File: src/rtl/hv_timing_gen.sv
// Raster timing generator: free-running horizontal/vertical counters over a full
// frame (active + blanking) with registered sync, data-enable, coordinates and
// line/frame start strobes. Outputs decode the counter values written on the same edge.
module hv_timing_gen #(
    parameter int unsigned busWidth = 12,
    parameter int unsigned hActive  = 1920,
    parameter int unsigned hFront   = 88,
    parameter int unsigned hSyncLen = 44,
    parameter int unsigned hBack    = 148,
    parameter int unsigned vActive  = 1080,
    parameter int unsigned vFront   = 4,
    parameter int unsigned vSyncLen = 5,
    parameter int unsigned vBack    = 36,
    parameter logic        syncPol  = 1'b1
) (
    input  logic                clock,
    input  logic                reset,
    input  logic                enable,
    output logic                hSync,
    output logic                vSync,
    output logic                dataEnable,
    output logic [busWidth-1:0] pixelX,
    output logic [busWidth-1:0] pixelY,
    output logic                lineStart,
    output logic                frameStart
);

    localparam int unsigned hTotal      = hActive + hFront + hSyncLen + hBack;
    localparam int unsigned vTotal      = vActive + vFront + vSyncLen + vBack;
    localparam int unsigned hSyncStart  = hActive + hFront;
    localparam int unsigned hSyncEnd    = hSyncStart + hSyncLen;
    localparam int unsigned vSyncStart  = vActive + vFront;
    localparam int unsigned vSyncEnd    = vSyncStart + vSyncLen;

    localparam logic [busWidth-1:0] hLast = busWidth'(hTotal - 1);
    localparam logic [busWidth-1:0] vLast = busWidth'(vTotal - 1);

    logic [busWidth-1:0] hCount;
    logic [busWidth-1:0] vCount;
    logic [busWidth-1:0] hNext;
    logic [busWidth-1:0] vNext;
    logic [31:0]         hNextWide;
    logic [31:0]         vNextWide;
    logic                deNext;
    logic                hSyncNext;
    logic                vSyncNext;

    // Next counter position and the decode of that position
    always_comb begin
        hNext = hCount + 1'b1;
        vNext = vCount;
        if (hCount == hLast) begin
            hNext = '0;
            vNext = (vCount == vLast) ? '0 : vCount + 1'b1;
        end
        // Compare at 32 bits so window ends equal to the total never overflow busWidth
        hNextWide = 32'(hNext);
        vNextWide = 32'(vNext);
        deNext    = (hNextWide < hActive) && (vNextWide < vActive);
        hSyncNext = (hNextWide >= hSyncStart) && (hNextWide < hSyncEnd);
        vSyncNext = (vNextWide >= vSyncStart) && (vNextWide < vSyncEnd);
    end

    // Counter and output registers; strobes drop on idle edges so they never repeat
    always_ff @(posedge clock) begin
        if (reset) begin
            hCount     <= hLast;
            vCount     <= vLast;
            hSync      <= ~syncPol;
            vSync      <= ~syncPol;
            dataEnable <= 1'b0;
            pixelX     <= '0;
            pixelY     <= '0;
            lineStart  <= 1'b0;
            frameStart <= 1'b0;
        end else if (enable) begin
            hCount     <= hNext;
            vCount     <= vNext;
            hSync      <= hSyncNext ? syncPol : ~syncPol;
            vSync      <= vSyncNext ? syncPol : ~syncPol;
            dataEnable <= deNext;
            pixelX     <= deNext ? hNext : '0;
            pixelY     <= deNext ? vNext : '0;
            lineStart  <= (hNext == '0);
            frameStart <= (hNext == '0) && (vNext == '0);
        end else begin
            lineStart  <= 1'b0;
            frameStart <= 1'b0;
        end
    end

endmodule

File: config.mk
export PLATFORM = sky130hd
export DESIGN_NAME = hv_timing_gen
export DESIGN_NICKNAME = d
export VERILOG_FILES = /design/src/rtl/hv_timing_gen.sv
export SDC_FILE = /design/constraint.sdc
export NUM_CORES = 1
export LEC_CHECK = 0
export CAP_MARGIN = 25
export CORE_MARGIN = 5
export CORE_UTILIZATION = 55
export DETAILED_ROUTE_END_ITERATION = 10
export PLACE_DENSITY = 0.78
export SYNTH_ARGS = -nofsm -noshare
export SYNTH_HDL_FRONTEND = slang
export SYNTH_SLANG_ARGS = --single-unit
File: constraint.sdc
create_clock -name clock -period 7.5 [get_ports clock]
set_input_delay 2.25 -clock clock [delete_from_list [all_inputs] [get_ports clock]]
set_output_delay 2.25 -clock clock [all_outputs]
set_load 0.05 [all_outputs]
==> flow_metrics.py <==
metrics = {
    "clock_tree": {
        "cts_tree": "done",
        "cts_root_buffer": "clkbuf_8",
        "clock_latency_ns": 0.31,
        "clock-sinks": 53,
        "numCtsBuffers": 5,
        "htree_levels": 2,
        "cts.clk_slew.worst_paths_ns": 0.10,
        "postCtsHoldBufs": 0,
        "clock_path_buffers": 2,
        "cts_setup_buffers": 0,
        "cts-resized-gates": 0,
    },
    "floorplan": {
        "num_io_pins": 32,
        "die-area_um2": 7300,
        "rows": 27,
        "die_w_um": 85.4,
        "initial_core_util": 0.568,
        "fp.dieH_um": 85.4,
        "core-area_um2": 5510,
    },
    "sta": {
        "slew_headroom": 0.380,
        "final-hold-violation-count": 0,
        "fin_skew_ns": 0.00563,
        "timing.setup.tns_ns": 0,
        "rsz0062_at_grt": "false",
        "min_period_over_period": 0.596,
        "finalMaxSlewViolations": 0,
        "timing.fmax_ghz": 0.224,
        "worst_pin_slew_ns": 0.929,
        "min_period_ns": 4.47,
        "setup_viol": 0,
    },
    "drt": {
        "ant_nets": 0,
        "via_per_inst": 6.07,
        "drtIter0Drc": 315,
        "wl_per_cell_um": 16.3,
        "drc_errors": 0,
        "vias": 2860,
        "drtPass1Iterations": 5,
        "drt_wl_total_um": 7660,
    },
    "critical_path": {
        "crit_chain": "clkdlybuf4s50_1 > buf_4 > o41ai_4 > a32oi_4 > nor3_1",
        "worst-path-buf-inv": 2,
        "cp.depth": 5,
        "cp_slowest_cell": "clkdlybuf4s50_1",
        "worstRegToRegCells": 8,
        "cp-startpoint": "enable",
        "rrSetupSlack_ns": 3.62,
        "cp_max_fo": 25,
        "worstPathArrival_ns": 4.64,
        "startpoint_type": "input port",
        "worstSetupEndpointType": "flop",
        "setup.worst_path.end": "pixelY[11]",
        "critPathRequiredTime_ns": 7.67,
        "r2r-start": "hCount[0]",
        "critical_path_class": "input port to flop",
        "crit_family": "buffers and inverters",
        "slowest_delay_ns": 1.01,
        "r2r_end": "pixelY[11]",
    },
    "global_routing": {
        "overflow": 0,
        "grt_first_pass_wirelength_um": 12700,
        "antenna_found_initial": 0,
        "track_usage": 0.214,
        "grt_max_degree": 31,
        "grt_pass1_vias": 2552,
    },
    "yosys": {
        "synthFlopType": "dfxtp_1",
        "synth_edf_count": 0,
        "synthTopCellsByArea": "dfxtp_1, nand2_1, nor2_1, xnor2_1, a21oi_1",
        "yosysTopAreaCell": "dfxtp_1",
        "synth_top_area_frac": 0.339,
        "yosys-top-cells-count": "dfxtp_1, nand2_1, nor2_1, a21oi_1, clkbuf_1",
        "ys_seq_area_frac": 0.339,
        "synth_warnings": 0,
        "ys_ff_latch": 53,
        "synth_most_common_cell": "dfxtp_1",
        "syn-num-nets": 397,
        "syn_area_per_cell_um2": 8.00,
        "syn_inst": 391,
        "yosysUniqueCellTypes": 66,
        "synth_area_um2": 3130,
        "async_flop_share": 0,
    },
    "run": {
        "max_cap_viol_count": 0,
    },
    "power": {
        "power.leakage_uw": 0.00120,
        "ir_drop_mv": 0.115,
        "pwr_density_cell_nw_per_um2": 190,
        "power.total_uw": 660,
    },
    "cells_and_area": {
        "drive_above_1_share": 0.0977,
        "final_nets": 404,
        "diodes": 0,
        "nFillCells": 486,
        "area_growth_pct": 11.2,
    },
    "hold_path": {
        "hold_class": "flop to flop",
    },
    "status": {
        "status": "complete, no violations",
    },
    "placed_design": {
        "post-dp-hpwl_um": 5330,
        "io_buffers": 31,
        "place.gp.congestion": 0.952,
    },
}
[worst register-to-register path: cells and delay by family, from the launching register on]
family	cells	cell delay [ns]
flip-flops	1	0.50
AO/OA/AOI/OAI	2	0.80
XOR/XNOR	1	0.28
adder cells (fa/ha/maj)	1	0.52
AND/OR/NAND/NOR	4	1.63
[state kept, by name, summed over array words and instances (netlist names)]
name	flops
hCount	12
pixelX	12
pixelY	12
vCount	12
dataEnable	1
frameStart	1
hSync	1
lineStart	1
vSync	1
[worst min-delay path by stage]
| stage | to | startpoint | cells past startpoint |
|---|---|---|---|
| after global placement | vSync | vSync | 2 |
| final | vSync | vSync | 2 |
| after CTS | vSync | vSync | 2 |
| after floorplan | hCount[9] | hCount[9] | 2 |
| after detailed placement | vSync | vSync | 2 |
| after global routing | pixelY[9] | pixelY[9] | 2 |
[where the power goes]
group	internal (µW)	switching, µW
sequential	297	22.6
combinational	57.3	118
clock	66.0	99.4
[metal layers]
layer,GRT usage,wire (µm)
met1,0.310,3610
met2,0.326,3340
met3,0.0476,628
met4,0.0475,85
met5,0,0
[layout by cell type, fill, tap and decap left out, types with 6 or more instances in the layout]
cell and count:
xnor2_1 16, nand3_1 18, a21oi_1 27, a21oi_2 6
a211oi_1 9, nor3_1 12, nor2_1 38, dfxtp_1 53
xor2_1 10, nand2_1 49, o21ai_0 8, inv_1 13
clkdlybuf4s50_1 31, or3_1 6
[metrics by stage]
stage                      util  setup WS [ns]  cell area, µm²  cells  hold slack (ns)
after floorplan               -           4.15            3130    391            0.502
after global placement    0.616           2.76            3390    463            0.439
after detailed placement  0.616           2.69            3390    463            0.443
after CTS                 0.632           3.01            3480    471            0.465
after global routing      0.632           2.83            3480    471            0.507
final                     0.632           3.03            3480    471            0.463
[final cells by class]
type | instances | area (µm²) | area share
timing repair buffer | 33 | 325 | 0.0935
tap | 72 | 90.1 | 0.0259
inverter | 13 | 48.8 | 0.0140
clock inverter | 2 | 15.0 | 0.00432
multi-input combinational | 292 | 1870 | 0.536
clock buffer | 6 | 72.6 | 0.0209
sequential | 53 | 1060 | 0.305
[cell families (layout without fill, tap and decap cells)]
group,count (synthesis),count (layout),synth area share
adder cells (fa/ha/maj),3,3,0.0120
multiplexers,1,1,0.00360
AND/OR/NAND/NOR,175,175,0.301
XOR/XNOR,26,26,0.0728
AO/OA/AOI/OAI,87,87,0.207
flip-flops,53,53,0.339
buffers and inverters,46,54,0.0644
(Power assumes the default switching activity.)
==> variant (same settings) <==
The parameter `syncPol` goes from 1'b1 to 1'b0.
--- a/src/rtl/hv_timing_gen.sv
+++ b/src/rtl/hv_timing_gen.sv
@@ -11,7 +11,7 @@
     parameter int unsigned vFront   = 4,
     parameter int unsigned vSyncLen = 5,
     parameter int unsigned vBack    = 36,
-    parameter logic        syncPol  = 1'b1
+    parameter logic        syncPol  = 1'b0
 ) (
     input  logic                clock,
     input  logic                reset,
Formal check against the unedited RTL: not equivalent (a bounded check fails within 4 cycles, from zero or initial values and one cycle with reset high).
==> variant against the original RTL <==
Setup slack better by 0.70 ns; maximum frequency up 19%; via count down 3.5%; area after synthesis down 4.7%; worst hold slack better by 0.0053 ns; cell count down 4.2%; largest power group unchanged; sequential cell count unchanged; routed wire length down 6.2%; power up 1.6%; cell area down 2.9%; count of clock-buffer cells in the layout unchanged.
==> variant: results (changes against the original RTL) <==
Synth Area per Inst: 8.015 sq um (+0.19%)
largest cells by area after synthesis: dfxtp_1 36%, nor2_1 6.4%, nand2_1 3.9%
wire per inst: 15.93 microns (-2.1%)
fraction of layout cells with a size suffix above 1: 7.874% (-1.9 points)
relative slew slack: 50.51% (+13 points)
placed insts: 442 (-4.5%)
compound-cell area share of the yosys netlist: 19.60% (-1.1 points)
DR iter-0 viols: 306 (-2.9%)
WP data arrival: 1.51 ns (-3.13 ns)
multiplexer area fraction after synthesis: 1.343% (+0.98 points)
worst vdd ir: 0.0001496 V (+30%)
P_leak: 1.191 nW (-0.66%)
routability cong.: 0.9288 (-2.4%)
sequential fraction of the synthesis area: 35.59% (+1.7 points)
CP peak stage delay: 0.82 ns (-0.19 ns)
Synth Area in Adders: 1.259% (+0.059 points)
xor and xnor area share after synthesis: 6.462% (-0.82 points)
number of global-route vias before repair: 2419 (-5.2%)
Vias: 2760 (-3.5%)
status: complete, no violations
count of input and output buffers: 31 (unchanged)
NumNets Final: 386 (-4.5%)
Post-Synthesis Net Count: 378 (-4.8%)
Hold/Removal Path Class: reg2reg
clock skew: 0.01154 ns (+0.005906 ns)
Vias/cell: 6.120 (+0.78%)
Yosys cell types: 62 (-6.1%)
post-synth top area share: 35.59% (+1.7 points)
worst-path fanout max: 2 (-92%)
GRT Total Usage: 20.44% (-1.0 points)
hpwl dp: 4.813 mm (-9.7%)
most frequent cells after synthesis: 53 x dfxtp_1, 51 x nor2_1, 31 x nand2_1
variant: cell types whose count changed in the layout (fill, tap and decap cells not counted), moves of 5 or more:
cell / before / now
nand2_1: 49 / 31
inv_1: 13 / 8
nand4_1: 4 / 9
o21ai_0: 8 / 17
nor2_1: 38 / 51
xnor2_1: 16 / 9
variant: worst paths after layout:
path	from	endpoint	slack [ns]	depth (start not counted)
max	vSync	vSync	3.74	1
min	dataEnable	dataEnable	0.47	2
max reg2reg	hCount[0]	pixelX[8]	4.00	8
min reg2reg	dataEnable	dataEnable	0.47	2
variant: where the power goes:
part | internal [mW] | total, mW | leakage (nW) | switching (mW)
combinational | 0.0509 | 0.148 | 0.701 | 0.0970
clock | 0.109 | 0.206 | 0.0574 | 0.0972
sequential | 0.295 | 0.316 | 0.432 | 0.0207
total | 0.455 | 0.670 | 1.19 | 0.215
variant: logic make-up (layout without fill, tap and decap cells):
logic type,Yosys count,in the layout
buffers and inverters,40,49
xor gates and xnor gates,22,22
AOI/OAI and AO/OA,85,85
and+or+nand+nor,165,165
adders and majority gates,3,3
muxes,4,4
DFF,53,53
variant: tightest hold or removal path, delay by kind of cell, from the launching register on:
kind / cells / cell delay, ns
flip-flops: 1 / 0.34
AND/OR/NAND/NOR: 2 / 0.11
variant: metal layers:
| metal | vias up | global-route usage, % | part of all wire, % |
|---|---|---|---|
| li1 | 1347 | - | - |
| met1 | 1298 | 30.06 | 48 |
| met2 | 108 | 30.44 | 45 |
| met3 | 7 | 3.949 | 6.2 |
| met4 | 0 | 5.409 | 0.82 |
| met5 | - | 0 | 0 |
variant: through the flow:
step                      setup WS, ns  hold slack [ns]  total power, mW  utilization [%]  cell area [sq um]
final                            3.735           0.4685           0.6698            65.31               3378
after global routing             3.624           0.4879           0.6967            65.31               3378
after CTS                        3.176           0.4699           0.6681            64.83               3353
after detailed placement         2.844           0.4458           0.4668            62.51               3233
after global placement           2.923           0.4451           0.4639            62.51               3233
after floorplan                  4.148           0.4786           0.4333                -               2982
variant: cell type report:
type                    count  area (sq um)
flip-flops and latches     53          1061
multi-input cells         279          1742
repair buffers             33         337.8
clock inverters             2         37.54
fillers                   454          1794
inverters                   8         30.03
clock buffers               6         82.58
well taps                  70         87.58
